--- src/rtl/umi_initiator.sv ---
// Single-outstanding UMI request initiator: turns host read/write commands into UMI request
// packets and returns read data (or a timeout error) from write-posted responses.
module umi_initiator #(
  parameter int            AW      = 64,
  parameter int            DW      = 64,
  parameter int            UW      = 256,
  parameter logic [AW-1:0] SRCADDR = '0,
  parameter int            TIMEOUT = 1024,
  parameter int            TW      = 16
) (
  input  logic          clk,
  input  logic          reset,
  input  logic          host_req_valid,
  output logic          host_req_ready,
  input  logic          host_write,
  input  logic [AW-1:0] host_addr,
  input  logic [3:0]    host_size,
  input  logic [19:0]   host_options,
  input  logic [DW-1:0] host_wrdata,
  output logic          host_rsp_valid,
  output logic          host_rsp_error,
  output logic [DW-1:0] host_rsp_data,
  output logic          umi_req_out_valid,
  output logic [UW-1:0] umi_req_out_packet,
  input  logic          umi_req_out_ready,
  input  logic          umi_resp_in_valid,
  input  logic [UW-1:0] umi_resp_in_packet,
  output logic          umi_resp_in_ready
);

  // Packet layout (LSB first): command[6:0] (bit 0 is the write flag), burst, size[3:0],
  // options[19:0], dstaddr, srcaddr, data filling the remaining upper bits.
  localparam int PDW = UW - 32 - 2*AW;
  localparam logic [6:0] UMI_WRITE_POSTED = 7'h01;
  localparam logic [6:0] UMI_READ_REQUEST = 7'h02;
  localparam logic [TW-1:0] TO_LAST = TW'((TIMEOUT > 0) ? TIMEOUT - 1 : 0);

  localparam logic [1:0] IDLE = 2'd0;
  localparam logic [1:0] SEND = 2'd1;
  localparam logic [1:0] WAIT = 2'd2;
  localparam logic [1:0] DONE = 2'd3;

  function automatic logic [UW-1:0] umi_pack(
    input logic [6:0]     command,
    input logic           burst,
    input logic [3:0]     size,
    input logic [19:0]    options,
    input logic [AW-1:0]  dstaddr,
    input logic [AW-1:0]  srcaddr,
    input logic [PDW-1:0] data
  );
    return {data, srcaddr, dstaddr, options, size, burst, command};
  endfunction

  function automatic void umi_unpack(
    input  logic [UW-1:0]  packet,
    output logic [31:0]    cmd,
    output logic [AW-1:0]  dstaddr,
    output logic [AW-1:0]  srcaddr,
    output logic [PDW-1:0] data
  );
    cmd     = packet[31:0];
    dstaddr = packet[32 +: AW];
    srcaddr = packet[32+AW +: AW];
    data    = packet[UW-1 -: PDW];
  endfunction

  logic [1:0]    state_q, state_d;
  logic [TW-1:0] cnt_q, cnt_d;
  logic          err_q, err_d;
  logic [DW-1:0] data_q, data_d;

  logic          wr_q;
  logic [AW-1:0] addr_q;
  logic [3:0]    size_q;
  logic [19:0]   opts_q;
  logic [DW-1:0] wrdata_q;

  logic [31:0]    rsp_cmd;
  logic [AW-1:0]  rsp_dst;
  logic [AW-1:0]  rsp_src;
  logic [PDW-1:0] rsp_data;
  logic           unused_rsp;

  always_comb begin
    umi_unpack(umi_resp_in_packet, rsp_cmd, rsp_dst, rsp_src, rsp_data);
  end

  assign unused_rsp = ^{rsp_cmd, rsp_src, rsp_data};

  always_comb begin
    state_d = state_q;
    cnt_d   = cnt_q;
    err_d   = err_q;
    data_d  = data_q;
    case (state_q)
      IDLE: if (host_req_valid) state_d = SEND;
      SEND: begin
        if (umi_req_out_ready) begin
          if (wr_q) begin
            state_d = DONE;
            err_d   = 1'b0;
            data_d  = '0;
          end else begin
            state_d = WAIT;
            cnt_d   = '0;
          end
        end
      end
      WAIT: begin
        // A matching response beats a timeout landing in the same cycle.
        if (umi_resp_in_valid && (rsp_dst == SRCADDR)) begin
          state_d = DONE;
          err_d   = 1'b0;
          data_d  = rsp_data[DW-1:0];
        end else if ((TIMEOUT != 0) && (cnt_q == TO_LAST)) begin
          state_d = DONE;
          err_d   = 1'b1;
          data_d  = '0;
        end else if (cnt_q != '1) begin
          cnt_d = cnt_q + TW'(1);
        end
      end
      DONE: begin
        state_d = IDLE;
        err_d   = 1'b0;
        data_d  = '0;
      end
      default: state_d = IDLE;
    endcase
  end

  always_ff @(posedge clk or posedge reset) begin
    if (reset) begin
      state_q <= IDLE;
      cnt_q   <= '0;
      err_q   <= 1'b0;
      data_q  <= '0;
    end else begin
      state_q <= state_d;
      cnt_q   <= cnt_d;
      err_q   <= err_d;
      data_q  <= data_d;
    end
  end

  // Command fields only load on accept, so the packet stays stable while SEND is stalled.
  always_ff @(posedge clk) begin
    if ((state_q == IDLE) && host_req_valid) begin
      wr_q     <= host_write;
      addr_q   <= host_addr;
      size_q   <= host_size;
      opts_q   <= host_options;
      wrdata_q <= host_wrdata;
    end
  end

  assign umi_req_out_packet = umi_pack(wr_q ? UMI_WRITE_POSTED : UMI_READ_REQUEST, 1'b0,
                                       size_q, opts_q, addr_q, SRCADDR,
                                       wr_q ? PDW'(wrdata_q) : '0);

  assign host_req_ready    = (state_q == IDLE);
  assign umi_req_out_valid = (state_q == SEND);
  assign host_rsp_valid    = (state_q == DONE);
  assign host_rsp_error    = err_q;
  assign host_rsp_data     = data_q;
  assign umi_resp_in_ready = 1'b1;

endmodule

--- config.mk ---
export PLATFORM = sky130hd
export DESIGN_NAME = umi_initiator
export DESIGN_NICKNAME = d
export VERILOG_FILES = /design/src/rtl/umi_initiator.sv
export SDC_FILE = /design/constraint.sdc
export NUM_CORES = 1
export LEC_CHECK = 0
export ABC_AREA = 1
export CAP_MARGIN = 20
export CORE_AREA = 2 2 287 289
export DETAILED_ROUTE_END_ITERATION = 10
export DIE_AREA = 0 0 289 291
export GPL_ROUTABILITY_DRIVEN = 0
export PLACE_DENSITY = 0.43
export SLEW_MARGIN = 20
export SYNTH_ARGS = -nofsm -noshare
export SYNTH_HDL_FRONTEND = slang
export SYNTH_SLANG_ARGS = --single-unit
--- constraint.sdc ---
create_clock -name clk -period 7.11 [get_ports clk]
set_clock_uncertainty 0.15 [all_clocks]
set_input_delay 1.422 -clock clk [delete_from_list [all_inputs] [get_ports clk]]
set_output_delay 1.422 -clock clk [all_outputs]
set_load 0.02 [all_outputs]
==> impl_metrics.json, run 1 <==
{
  "tns_ns": 0,
  "grt-ovfl-total": 0,
  "p_switching_mw": 1.67,
  "yosysMostFrequentCell": "nand2_1",
  "maxSlewViolCount": 0,
  "clock-sinks": 236,
  "start_kind": "flop",
  "critPathTopFamily": "buffers and inverters",
  "die_h_um": 291,
  "required_ns": 5.54,
  "nNetsFinal": 1965,
  "numCtsBuffers": 30,
  "power_frac_comb_pct": 31.7,
  "path_buf_inv": 3,
  "synthArstFlopShare_pct": 35.2,
  "r2r_cells": 7,
  "dp_hpwl_um": 27700,
  "post-route-period-util_pct": 60.0,
  "cp_slowest_cell": "clkdlybuf4s50_1",
  "synth-seq-cells": 236,
  "maxCapViolCount": 0,
  "die_w_um": 289,
  "port_buffers": 507,
  "hp-start": "host_rsp_data[21]",
  "worst_pin_slew_ns": 1.04,
  "netlist.area_leader.share_pct": 43.5,
  "yosysSeqAreaShare_pct": 63.2,
  "finalCriticalPeriod_ns": 4.27,
  "vias": 8596,
  "clk_pin_slew_ns": 0.06,
  "r2r_end": "host_rsp_data[58]",
  "insertion_delay_ns": 0.59,
  "io_pins": 739,
  "avgSynthCellArea_um2": 10.1,
  "synth_ff_type": "edfxtp_1",
  "cts_max_path_buffers": 3,
  "viasPerCell": 3.26,
  "dieArea_um2": 84100,
  "crit_path_cell_trace": "buf_4, nand2_1, inv_1, clkdlybuf4s50_1",
  "yosys_warnings": 0,
  "detail-route-antenna-nets": 0,
  "initial_utilization_pct": 13.0,
  "fmax_mhz": 234,
  "drive_gt1_share_pct": 3.70,
  "routed_wl_um": 38600,
  "hold_violations": 0,
  "grt_setup_unrepaired": "no",
  "cts_hold_buffers": 0,
  "clock_power_share_pct": 30.3,
  "track_usage_pct": 8.81,
  "whs_endpoint": "host_rsp_data[21]",
  "tritoncts": "yes",
  "r2r_setup_slack_ns": 3.18,
  "drc": 0,
  "avgRoutedWirePerCell_um": 14.6,
  "max_slew_margin_pct": 30.7,
  "synth_common_cells": "nand2_1 (251), edfxtp_1 (153), inv_1 (150), nor2_1 (112), buf_4 (107)",
  "drtIter0Drc": 360,
  "worstPathMaxFanout": 65,
  "first_pass_iters": 4,
  "crit_type": "reg2out",
  "grt_max_degree": 141,
  "status": "finished clean",
  "seq_area_um2": 6670,
  "root_buffer": "clkbuf_16",
  "rr_startpoint": "state_q[0]",
  "min_path_type": "reg2reg",
  "netlist_instances": 1050,
  "internal_power_mw": 2.97,
  "cts-resized-gates": 0,
  "netSwitchingFraction_pct": 36.0,
  "cp.arrival_ns": 2.69,
  "syn_area_um2": 10600,
  "yosysUniqueCellTypes": 30,
  "powerDensity_nw_per_um2": 269,
  "seqPwrFrac_pct": 38.0,
  "crit_path_end_kind": "output pin",
  "antenna_found_initial": 4,
  "synth-edff-count": 153,
  "grt_first_pass_wirelength_um": 56400,
  "hold_slack_ns": 0.330,
  "synth_area_leaders": "edfxtp_1 (44%), dfrtp_1 (20%), nand2_1 (8.9%), buf_4 (7.6%), inv_1 (5.3%)",
  "ir_drop_uv": 197,
  "postCtsSetupRepairBufs": 0,
  "core_area_um2": 81200,
  "grt_pass1_vias": 8777,
  "whs_path_depth": 2,
  "ctsHtreeMaxLevel": 1,
  "fill_cells": 8862,
  "multi_input_area_um2": 2680,
  "yosysTopAreaCell": "edfxtp_1",
  "slowest_delay_ns": 0.67,
  "p_leak_nw": 7.36,
  "area_growth_pct": 64.0,
  "setup_violations": 0,
  "core.rowCount": 105
}
[layer usage]
metal / up-vias / wire length [µm] / GRT usage (%)
met3: 52 / 3200 / 2.42
met5: - / 13 / 0
li1: 4147 / - / -
met4: 2 / 1120 / 3.04
met2: 338 / 19100 / 15.2
met1: 4057 / 15100 / 10.4
[sequential cells by signal, summed over array words and instances, names as in the netlist, 2 cells and up]
register / count
addr_q: 64
host_rsp_data: 64
wrdata_q: 64
opts_q: 20
cnt_q: 16
size_q: 4
state_q: 2
[cells in the final DEF, fill, tap and decap left out, types with 6 or more instances in the layout]
| cell type | n |
|---|---|
| conb_1 | 103 |
| o21ai_0 | 20 |
| clkinv_1 | 11 |
| nand4_1 | 75 |
| clkdlybuf4s50_1 | 507 |
| clkbuf_16 | 30 |
| nand3_1 | 22 |
| clkbuf_1 | 6 |
| edfxtp_1 | 153 |
| inv_1 | 148 |
| nand2_1 | 251 |
| dfrtp_1 | 83 |
| buf_4 | 6 |
| nor2_1 | 112 |
[how the worst max path moves through the flow]
stage / start / endpoint / slack [ns] / cells after the start
5_1_grt: umi_resp_in_packet[86] / host_rsp_data[19] / 2.58 / 11
4_1_cts: wr_q / umi_req_out_packet[206] / 2.63 / 4
2_1_floorplan: host_req_valid / addr_q[0] / 2.01 / 2
6_report: wr_q / umi_req_out_packet[200] / 2.84 / 4
3_3_place_gp: umi_resp_in_packet[86] / host_rsp_data[40] / 2.19 / 11
3_5_place_dp: umi_resp_in_packet[86] / host_rsp_data[58] / 2.20 / 11
[stage by stage]
stage | worst slack (ns) | utilization [%] | cell area (µm²) | instances | power, mW
global placement | 2.19 | 20.2 | 16400 | 2584 | 3.28
CTS | 2.63 | 21.3 | 17300 | 2638 | 4.78
global route | 2.58 | 21.3 | 17300 | 2638 | 4.91
detailed placement | 2.20 | 20.2 | 16400 | 2584 | 3.29
floorplan | 2.01 | - | 10900 | 1151 | 2.65
finish | 2.84 | 21.3 | 17300 | 2640 | 4.65
[layout make-up]
type	instances	share of cell area, %
antenna	2	0.0289
clock buffer	37	4.55
clock inverter	17	0.593
inverter	152	3.35
multi-input combinational	612	15.5
sequential	236	38.6
tap	1070	7.74
timing repair buffer	514	29.7
[kinds of logic after synthesis]
group	Yosys count	synth area share [%]
compound gates	29	1.52
fa+ha+maj	5	0.593
simple gates	475	19.4
other cells	2	0.0712
flops	236	63.2
buf+inv	303	15.2
[tightest hold or removal path, cell delays in order (launching register included)]
cell and delay (ns):
dfrtp_1 0.34, nand2_1 0.05, nand2_1 0.05
[power by group through the flow]
stage,Clock (mW),Sequential [mW],Combinational [mW]
2_1_floorplan,0,1.92,0.736
3_3_place_gp,0,1.79,1.50
3_5_place_dp,0,1.79,1.50
4_1_cts,1.50,1.77,1.51
5_1_grt,1.54,1.78,1.59
6_report,1.41,1.76,1.47
Power figures use the tool's default switching activity.
==> run 2, diff against run 1 <==
Settings changed: CORE_AREA 2 2 287 289 to 2 2 286 288, DIE_AREA 0 0 289 291 to 0 0 288 290, PLACE_DENSITY 0.43 to 0.45.
Clock period 7.11 ns to 3.7 ns, I/O delays scaled along.
==> run 2 against run 1 <==
Utilization rose by 0.83 points. Clock-buffer cell count fell by 3. Combinational power rose by 100%. Non-clock buffer count rose by 19. Register-to-register slack got worse by 1.9 ns. Die area fell by 0.69%. Sequential cell count did not move. Via count rose by 2.0%. First-iteration DRC count fell by 9.7%. Final cell count rose by 0.49%. Critical path depth did not move. Setup slack got worse by 2.3 ns. Highest routed layer unchanged.
==> impl_metrics.json, run 2 (synthesis results as in run 1) <==
{
  "die_w_um": 288,
  "status": "finished clean",
  "grt_setup_unrepaired": "no",
  "crit_path_cell_trace": "buf_12, nand2_1, inv_1, clkdlybuf4s50_1",
  "antenna_found_initial": 5,
  "post-route-period-util_pct": 85.7,
  "drtIter0Drc": 325,
  "hold_violations": 0,
  "routed_wl_um": 38700,
  "max_slew_margin_pct": 37.7,
  "maxCapViolCount": 0,
  "dp_hpwl_um": 29200,
  "multi_input_area_um2": 2670,
  "track_usage_pct": 8.86,
  "grt_pass1_vias": 8659,
  "p_leak_nw": 7.60,
  "finalCriticalPeriod_ns": 3.17,
  "dieArea_um2": 83500,
  "powerDensity_nw_per_um2": 543,
  "maxSlewViolCount": 0,
  "worstPathMaxFanout": 64,
  "ir_drop_uv": 448,
  "final_common_cell": "clkdlybuf4s50_1",
  "drive_gt1_share_pct": 5.91,
  "grt_first_pass_wirelength_um": 55900,
  "cp.arrival_ns": 2.28,
  "drc": 0,
  "cts_max_path_buffers": 3,
  "clock-sinks": 236,
  "core.rowCount": 104,
  "hold_slack_ns": 0.326,
  "mostFrequentLayoutCells": "clkdlybuf4s50_1 (507), nand2_1 (251), edfxtp_1 (153), inv_1 (148), nor2_1 (112)",
  "root_buffer": "clkbuf_16",
  "path_buf_inv": 3,
  "nNetsFinal": 1985,
  "min_path_type": "reg2reg",
  "setup_slack_ns": 0.529,
  "first_pass_iters": 4,
  "cts-resized-gates": 0,
  "avgRoutedWirePerCell_um": 14.6,
  "port_buffers": 507,
  "slowest_delay_ns": 0.60,
  "die_h_um": 290,
  "insertion_delay_ns": 0.60,
  "grt_max_degree": 146,
  "start_kind": "flop",
  "setup_violations": 0,
  "critPathTopFamily": "buffers and inverters",
  "core_area_um2": 80200,
  "viasPerCell": 3.31,
  "detail-route-antenna-nets": 0,
  "tns_ns": 0,
  "tritoncts": "yes",
  "cp_slowest_cell": "clkdlybuf4s50_1",
  "fmax_mhz": 315,
  "crit_type": "reg2out",
  "clk_pin_slew_ns": 0.06,
  "postCtsSetupRepairBufs": 0,
  "required_ns": 2.81,
  "vias": 8772,
  "seq_area_um2": 6670,
  "cts_hold_buffers": 0,
  "ctsHtreeMaxLevel": 1,
  "initial_utilization_pct": 13.2,
  "grt-ovfl-total": 0,
  "numCtsBuffers": 31,
  "area_growth_pct": 68.2,
  "crit_path_end_kind": "output pin",
  "io_pins": 739,
  "worst_pin_slew_ns": 0.935,
  "fill_cells": 8669,
  "post-place-ws_ns": 0.433
}
-- run 2: cell count changes in the layout (fill, tap and decap cells not counted), moves of 2 or more --
cell        before  now
buf_12           1   10
buf_4            6   16
bufinv_16        0    6
clkbuf_1         6    3
clkinv_1        11    2
clkinv_2         4    8
clkinv_4         1    5
clkinvlp_4       1    3
-- run 2: final timing paths --
path                                    from                      end  slack (ns)  cells past startpoint
hold reg to reg            host_rsp_data[44]        host_rsp_data[44]        0.33                      2
min in group asynchronous              reset        host_rsp_data[28]        0.38                      2
max in group asynchronous              reset         host_rsp_data[5]        2.38                      3
hold / removal             host_rsp_data[44]        host_rsp_data[44]        0.33                      2
setup / recovery                        wr_q  umi_req_out_packet[170]        0.53                      4
setup reg to reg                  state_q[1]                addr_q[3]        1.26                      5
-- run 2: where the power goes --
part           internal (mW)  switching [mW]  leakage, nW
sequential              3.27           0.125         2.57
combinational           1.14            1.84         4.49
clock                   1.97            1.29        0.537
total                   6.38            3.26         7.60
-- run 2: final cells by class --
cell class	count	area share (%)
Sequential cell	236	37.6
Timing Repair Buffer	533	30.4
Multi-Input combinational cell	612	15.1
Tap cell	1060	7.47
Clock buffer	34	4.43
Inverter	152	3.25
Clock inverter	24	1.77
Antenna cell	2	0.0282
-- run 2: metrics by stage --
stage	util [%]	cells	total power [mW]	cell area [µm²]
CTS	22.1	2651	9.87	17700
global route	22.1	2653	10.1	17700
detailed placement	20.8	2593	6.47	16600
finish	22.1	2653	9.64	17700
floorplan	-	1151	5.09	10900
global placement	20.8	2593	6.44	16600
-- run 2: worst reg2reg max path, cell delays in order (launching register included) --
cell	delay, ns
dfrtp_1	0.42
inv_1	0.12
ha_2	0.25
nand2_1	0.11
clkinvlp_4	0.22
buf_12	0.55
-- run 2: per-layer routing --
metal	vias to the layer above	wire, µm	global-route usage [%]	share of wire (%)
li1	4196	-	-	-
met1	4136	15700	10.7	40
met2	366	19300	15.2	50
met3	70	2430	2.15	6.3
met4	4	1350	3.25	3.5
met5	-	23	0	0.059
